[src/rtl/instruction_loader_pkg.sv]
// Shared types and constants for the instruction loader: FSM states, length width,
// word geometry and a helper that identifies the states that accept stream bytes.
package loader_pkg;
    localparam int LEN_W          = 16;
    localparam int BYTES_PER_WORD = 4;
    localparam int BYTE_CNT_W     = $clog2(BYTES_PER_WORD);

    typedef enum logic [2:0] {
        IDLE,
        LEN_HI,
        LEN_LO,
        DATA,
        CHK,
        DONE,
        ERROR
    } state_t;

    function automatic logic is_load_state(input state_t s);
        return (s == LEN_HI) || (s == LEN_LO) || (s == DATA) || (s == CHK);
    endfunction
endpackage

[src/rtl/instruction_loader_if.sv]
// Byte-stream handshake plus program-memory write port between the loader and its
// neighbours. The loader sits on the slave side; a stream source / memory model on master.
interface instruction_loader_if #(
    parameter int ADDR_W = 5
);
    logic [7:0]        byte_in;
    logic              byte_valid;
    logic              byte_ready;
    logic              mem_we;
    logic [ADDR_W-1:0] mem_addr;
    logic [31:0]       mem_wdata;

    modport master (
        output byte_in, byte_valid,
        input  byte_ready, mem_we, mem_addr, mem_wdata
    );

    modport slave (
        input  byte_in, byte_valid,
        output byte_ready, mem_we, mem_addr, mem_wdata
    );
endinterface

[src/rtl/instruction_loader_word_assembler.sv]
// Collects stream bytes MSB first into 32-bit words. word already includes the byte
// being shifted in, so word_complete and word are valid in the cycle of the 4th byte.
module word_assembler
    import loader_pkg::*;
(
    input  logic        clk,
    input  logic        clear,
    input  logic        shift_en,
    input  logic [7:0]  byte_in,
    output logic [31:0] word,
    output logic        word_complete
);
    localparam int SHIFT_W = 8 * (BYTES_PER_WORD - 1);

    logic [SHIFT_W-1:0]    shift_reg;
    logic [SHIFT_W-1:0]    shift_next;
    logic [BYTE_CNT_W-1:0] cnt_reg;

    genvar gi;
    generate
        for (gi = 0; gi < BYTES_PER_WORD - 1; gi++) begin : g_lane
            if (gi == 0) begin : g_first
                assign shift_next[7:0] = byte_in;
            end else begin : g_rest
                assign shift_next[8*gi +: 8] = shift_reg[8*(gi-1) +: 8];
            end
        end
    endgenerate

    always_ff @(posedge clk) begin
        if (clear) begin
            shift_reg <= '0;
            cnt_reg   <= '0;
        end else if (shift_en) begin
            shift_reg <= shift_next;
            cnt_reg   <= cnt_reg + BYTE_CNT_W'(1);
        end
    end

    assign word          = {shift_reg, byte_in};
    assign word_complete = shift_en && (cnt_reg == BYTE_CNT_W'(BYTES_PER_WORD - 1));
endmodule

[src/rtl/instruction_loader.sv]
// Length-prefixed program loader for the MIPS core: writes instruction words to program
// memory and releases cpu_reset once complete. INSTRUCTION_LOADER_CHECKSUM_EN adds a CHK byte.
module instruction_loader
    import loader_pkg::*;
#(
    parameter int MEMORY_DEPTH = 32
)(
    input  logic                 clk,
    input  logic                 reset,
    input  logic                 start,
    instruction_loader_if.slave  bus,
    output logic                 cpu_reset,
    output logic                 busy,
    output logic                 done,
    output logic                 error
);
    localparam int ADDR_W = $clog2(MEMORY_DEPTH);
    // One extra bit so the index can reach MEMORY_DEPTH without aliasing to 0.
    localparam int IDX_W  = ADDR_W + 1;

    state_t             state_reg;
    logic [7:0]         len_hi_reg;
    logic [IDX_W-1:0]   word_idx_reg;
    logic [IDX_W-1:0]   last_idx_reg;
    logic               mem_we_reg;
    logic [ADDR_W-1:0]  mem_addr_reg;
    logic [31:0]        mem_wdata_reg;
`ifdef INSTRUCTION_LOADER_CHECKSUM_EN
    logic [7:0]         xor_reg;
`endif

    logic               xfer;
    logic               start_ok;
    logic [LEN_W-1:0]   len_n;
    logic [31:0]        asm_word;
    logic               asm_complete;

    assign xfer     = bus.byte_valid && bus.byte_ready;
    assign start_ok = start && ((state_reg == IDLE) || (state_reg == DONE) || (state_reg == ERROR));
    assign len_n    = {len_hi_reg, bus.byte_in};

    word_assembler u_word_assembler (
        .clk           (clk),
        .clear         (reset || start_ok),
        .shift_en      (xfer && (state_reg == DATA)),
        .byte_in       (bus.byte_in),
        .word          (asm_word),
        .word_complete (asm_complete)
    );

    always_ff @(posedge clk) begin
        if (reset) begin
            state_reg     <= IDLE;
            len_hi_reg    <= '0;
            word_idx_reg  <= '0;
            last_idx_reg  <= '0;
            mem_we_reg    <= 1'b0;
            mem_addr_reg  <= '0;
            mem_wdata_reg <= '0;
`ifdef INSTRUCTION_LOADER_CHECKSUM_EN
            xor_reg       <= '0;
`endif
        end else begin
            mem_we_reg <= 1'b0;
            case (state_reg)
                IDLE, DONE, ERROR: begin
                    if (start) begin
                        state_reg <= LEN_HI;
`ifdef INSTRUCTION_LOADER_CHECKSUM_EN
                        xor_reg   <= '0;
`endif
                    end
                end
                LEN_HI: begin
                    if (xfer) begin
                        len_hi_reg <= bus.byte_in;
                        state_reg  <= LEN_LO;
                    end
                end
                LEN_LO: begin
                    if (xfer) begin
                        word_idx_reg <= '0;
                        last_idx_reg <= IDX_W'(len_n - LEN_W'(1));
                        if ((len_n == '0) || (len_n > LEN_W'(MEMORY_DEPTH)))
                            state_reg <= ERROR;
                        else
                            state_reg <= DATA;
                    end
                end
                DATA: begin
                    if (xfer) begin
`ifdef INSTRUCTION_LOADER_CHECKSUM_EN
                        xor_reg <= xor_reg ^ bus.byte_in;
`endif
                        if (asm_complete) begin
                            mem_we_reg    <= 1'b1;
                            mem_addr_reg  <= word_idx_reg[ADDR_W-1:0];
                            mem_wdata_reg <= asm_word;
                            word_idx_reg  <= word_idx_reg + IDX_W'(1);
                            if (word_idx_reg == last_idx_reg) begin
`ifdef INSTRUCTION_LOADER_CHECKSUM_EN
                                state_reg <= CHK;
`else
                                state_reg <= DONE;
`endif
                            end
                        end
                    end
                end
`ifdef INSTRUCTION_LOADER_CHECKSUM_EN
                CHK: begin
                    if (xfer)
                        state_reg <= (bus.byte_in == xor_reg) ? DONE : ERROR;
                end
`endif
                default: state_reg <= IDLE;
            endcase
        end
    end

    // Status outputs decode straight from the state register.
    assign busy           = is_load_state(state_reg);
    assign bus.byte_ready = is_load_state(state_reg);
    assign cpu_reset      = (state_reg != DONE);
    assign done           = (state_reg == DONE);
    assign error          = (state_reg == ERROR);
    assign bus.mem_we     = mem_we_reg;
    assign bus.mem_addr   = mem_addr_reg;
    assign bus.mem_wdata  = mem_wdata_reg;
endmodule

[src/flat_wrapper.sv]
// flat-port wrapper written by rule: the top's interface ports become plain ports
module instruction_loader_flat import loader_pkg::*;
#(
    parameter int MEMORY_DEPTH = 32
)
  (clk, reset, start, cpu_reset, busy, done, error, bus_byte_in, bus_byte_valid, bus_byte_ready, bus_mem_we, bus_mem_addr, bus_mem_wdata);
  instruction_loader_if #(.ADDR_W(($clog2((32))))) bus_i ();
  input  logic clk;
  input  logic reset;
  input  logic start;
  output logic cpu_reset;
  output logic busy;
  output logic done;
  output logic error;
  input wire logic [$bits(bus_i.byte_in)-1:0] bus_byte_in;
  input wire logic [$bits(bus_i.byte_valid)-1:0] bus_byte_valid;
  output wire logic [$bits(bus_i.byte_ready)-1:0] bus_byte_ready;
  output wire logic [$bits(bus_i.mem_we)-1:0] bus_mem_we;
  output wire logic [$bits(bus_i.mem_addr)-1:0] bus_mem_addr;
  output wire logic [$bits(bus_i.mem_wdata)-1:0] bus_mem_wdata;
  assign bus_i.byte_in = bus_byte_in;
  assign bus_i.byte_valid = bus_byte_valid;
  assign bus_byte_ready = bus_i.byte_ready;
  assign bus_mem_we = bus_i.mem_we;
  assign bus_mem_addr = bus_i.mem_addr;
  assign bus_mem_wdata = bus_i.mem_wdata;
  instruction_loader #(.MEMORY_DEPTH(MEMORY_DEPTH)) u_core (.clk(clk), .reset(reset), .start(start), .bus(bus_i), .cpu_reset(cpu_reset), .busy(busy), .done(done), .error(error));
endmodule
[config.mk]
export PLATFORM = sky130hd
export DESIGN_NAME = instruction_loader_flat
export DESIGN_NICKNAME = d
export VERILOG_FILES = /design/src/rtl/instruction_loader_pkg.sv /design/src/rtl/instruction_loader_if.sv /design/src/rtl/instruction_loader_word_assembler.sv /design/src/rtl/instruction_loader.sv /design/src/flat_wrapper.sv
export SDC_FILE = /design/constraint.sdc
export NUM_CORES = 1
export LEC_CHECK = 0
export ABC_AREA = 1
export ABC_CLOCK_PERIOD_IN_PS = 1900
export CELL_PAD_IN_SITES_DETAIL_PLACEMENT = 1
export CELL_PAD_IN_SITES_GLOBAL_PLACEMENT = 1
export CORE_UTILIZATION = 30
export CTS_BUF_LIST = sky130_fd_sc_hd__clkbuf_4
export DETAILED_ROUTE_END_ITERATION = 6
export PLACE_DENSITY_LB_ADDON = 0.1
export REMOVE_ABC_BUFFERS = 1
export SLEW_MARGIN = 10
export SYNTH_ARGS = -nofsm -noshare
export SYNTH_HDL_FRONTEND = slang
export SYNTH_SLANG_ARGS = --single-unit
[constraint.sdc]
create_clock -name clk -period 1.9 [get_ports clk]
set_input_delay 0.38 -clock clk [delete_from_list [all_inputs] [get_ports clk]]
set_output_delay 0.38 -clock clk [all_outputs]
set_load 0.05 [all_outputs]
==> results.ini, run 1 <==
[synth]
synth_area_per_cell_sq_um=7.53
synth_compound_area_share_pct=13.8
synth-seq-area-share_pct=48.9
ys.flop_type=dfxtp_1
synth_simple_gate_area_share_pct=26.9
synth_fa_ha_area_share_pct=1.41
synth_edf_count=0
synthXorXnorAreaFrac_pct=0.738
yosysUniqueCellTypes=33
synth_top_cell_by_area=dfxtp_1
synth_top_family_by_area=simple AND/OR/NAND/NOR gates
synth-warning-count=0
async_reset_ff_share_pct=0
syn_area_sq_um=3560
syn_inst=473
synthMuxAreaShare_pct=0
synth_seq_cells=87
synth_top_area_share_pct=48.9
synth_area_leaders=dfxtp_1, nand2_1, a21oi_1

[cts]
cts.sinks=87
clockBufferDepth=2
hold_buffers=0
post_cts_buffers=0
cts-root-buf=clkbuf_4
clk_pin_slew_ns=0.14
cts_tree=built
cts_made_buffers=9
clk_latency_ns=0.47
htree_levels=3

[layout]
drive_above_1_share_pct=16.7
largest_reg_flops=32
antenna_cells=0
most-common-layout-cells=nand2_1, dfxtp_1, a21oi_1
synthToLayoutAreaGrowth_pct=26.4
nNetsFinal=557
layout_commonest_cell=nand2_1
stdcell_area_sq_um=4500

[setup_path]
crit_buf_inv=1
worstPathArrival_ns=1.40
path_cells=dlygate4sd2_1
cp_max_fo=2
crit_family=buffers and inverters
cp-start-kind=flop
end_kind=output pin
required_ns=1.52
critPathMaxStageDelay_ns=0.54
slowest_stage=dlygate4sd2_1
worstSetupPathType=flop to output pin

[timing]
fin_crit_ns=1.78
clock_skew_ns=0.0211
rsz0062_at_grt=no
finalSetupViolations=0
slew_viol_final=0
fmax_ghz=0.561
period_share_pct=93.8
hold_violations=0
max_slew.worst_pin.slew_ns=0.489
slew_headroom_pct=67.6
tns_ns=0
worst_slack_ns=0.119

[global_routing]
antenna_found_initial=0
grtUsageMet3_pct=3.01
grt_busiest_layer=met2
use_met1_pct=23.0
grt_pass1_vias=3273
grt_pass1_wl_um=16500
gr-total-overflow=0
grt_max_degree=27
grt_use_total_pct=16.9
use_met2_pct=25.9

[power_and_ir_drop]
p_clk_share_pct=28.3
pwr_density_cell_nw_per_um2=961
power.leakage_nw=1.99
combPwrFrac_pct=25.3
ir_drop_mv=0.767
switching_power_w=0.00140
power_frac_seq_pct=46.5
internal_power_w=0.00292
sw_frac_of_total_pct=32.5

[floorplan]
fp-row-count=39
die_x_um=111
initial_core_util_pct=31.0
core_sq_um=11500
die-area_sq_um=12300
die_h_um=111
io_pins=55

[hold_path]
hold_path_class=flop to flop

[detailed_routing]
ant_nets=0
drc=0
routedWlPerCell_um=14.3
drt-total-wl_um=9810
viasPerCell=4.70
firstDrtPassIters=4
vias=3234
first_iter_violations=122

[place]
dp_worst_setup_slack_ns=-0.00785
finalWeightedCongestion=0.767
placed_cell_area_sq_um=4350
dpl.hpwl_um=7060
numPortBuffers=54

[status]
status=complete, no violations

[flow_run]
max_cap_viol_count=0

power groups by stage:
stage          registers (W)  logic, W  clock network, W
2_1_floorplan        0.00202  0.000648                 0
3_3_place_gp         0.00204   0.00107                 0
3_5_place_dp         0.00204   0.00108                 0
4_1_cts              0.00201   0.00109           0.00127
5_1_grt              0.00203   0.00121           0.00135
6_report             0.00201   0.00109           0.00122
metrics by stage:
step	power [W]	util (%)	hold WS, ns	instances
2_1_floorplan	0.00267	-	0.441	452
3_3_place_gp	0.00311	37.9	0.453	673
3_5_place_dp	0.00313	37.9	0.454	673
4_1_cts	0.00437	39.2	0.474	688
5_1_grt	0.00459	39.2	0.490	688
6_report	0.00433	39.2	0.471	688
timing repair:
| action | in CTS | in global routing |
|---|---|---|
| setup endpoints to repair | 20 | 3 |
| pin swaps | 1 | 1 |
| gates resized for setup | 20 | 5 |
kinds of logic after synthesis:
family | count (synthesis)
DFF | 87
AOI/OAI and AO/OA | 94
buffers and inverters | 59
xor gates and xnor gates | 3
and+or+nand+nor | 226
adders and majority gates | 4
Yosys cell counts, types with 3 or more instances:
library cell / n
nand2_1: 132
dfxtp_1: 87
a21oi_1: 48
nor2_1: 46
nand3_1: 32
inv_1: 29
o21ai_0: 27
o21ai_1: 12
buf_6: 7
inv_2: 7
buf_1: 4
clkbuf_1: 4
ha_1: 4
buf_2: 3
buf_4: 3
nand2_2: 3
xor2_1: 3
metal layers:
| layer | share of wire [%] | vias up | wire [um] |
|---|---|---|---|
| met5 | 0 | - | 0 |
| met4 | 2.0 | 0 | 196 |
| met3 | 2.9 | 14 | 284 |
| met2 | 45 | 43 | 4390 |
| met1 | 50 | 1517 | 4940 |
| li1 | - | 1660 | - |
final timing paths:
path / slack (ns) / cells after the start / endpoint / from
setup reg to reg: 0.18 / 9 / u_core.bus.mem_wdata[25] / u_core.state_reg[2]
setup / recovery: 0.12 / 1 / bus_mem_wdata[0] / u_core.bus.mem_wdata[0]
hold reg to reg: 0.47 / 2 / u_core.u_word_assembler.shift_reg[19] / u_core.u_word_assembler.shift_reg[19]
hold / removal: 0.47 / 2 / u_core.u_word_assembler.shift_reg[19] / u_core.u_word_assembler.shift_reg[19]
cell type report:
| type | count | area, sq um |
|---|---|---|
| multi-input cells | 327 | 1540 |
| well taps | 143 | 179 |
| clock buffers | 12 | 90.1 |
| fillers | 1392 | 6970 |
| inverters | 38 | 148 |
| flip-flops and latches | 87 | 1750 |
| repair buffers | 78 | 734 |
| clock inverters | 3 | 68.8 |
No activity file was read; power rests on OpenSTA's default activity.
==> run 2: changes to the inputs <==
--- a/config.mk
+++ b/config.mk
@@ -11,6 +11,7 @@
 export CELL_PAD_IN_SITES_GLOBAL_PLACEMENT = 1
 export CORE_UTILIZATION = 30
 export CTS_BUF_LIST = sky130_fd_sc_hd__clkbuf_4
+export CTS_CLUSTER_SIZE = 16
 export DETAILED_ROUTE_END_ITERATION = 6
 export PLACE_DENSITY_LB_ADDON = 0.1
 export REMOVE_ABC_BUFFERS = 1
==> results of run 2 <==
Same layout as run 1: the final DEF is identical, and so are final timing and power.
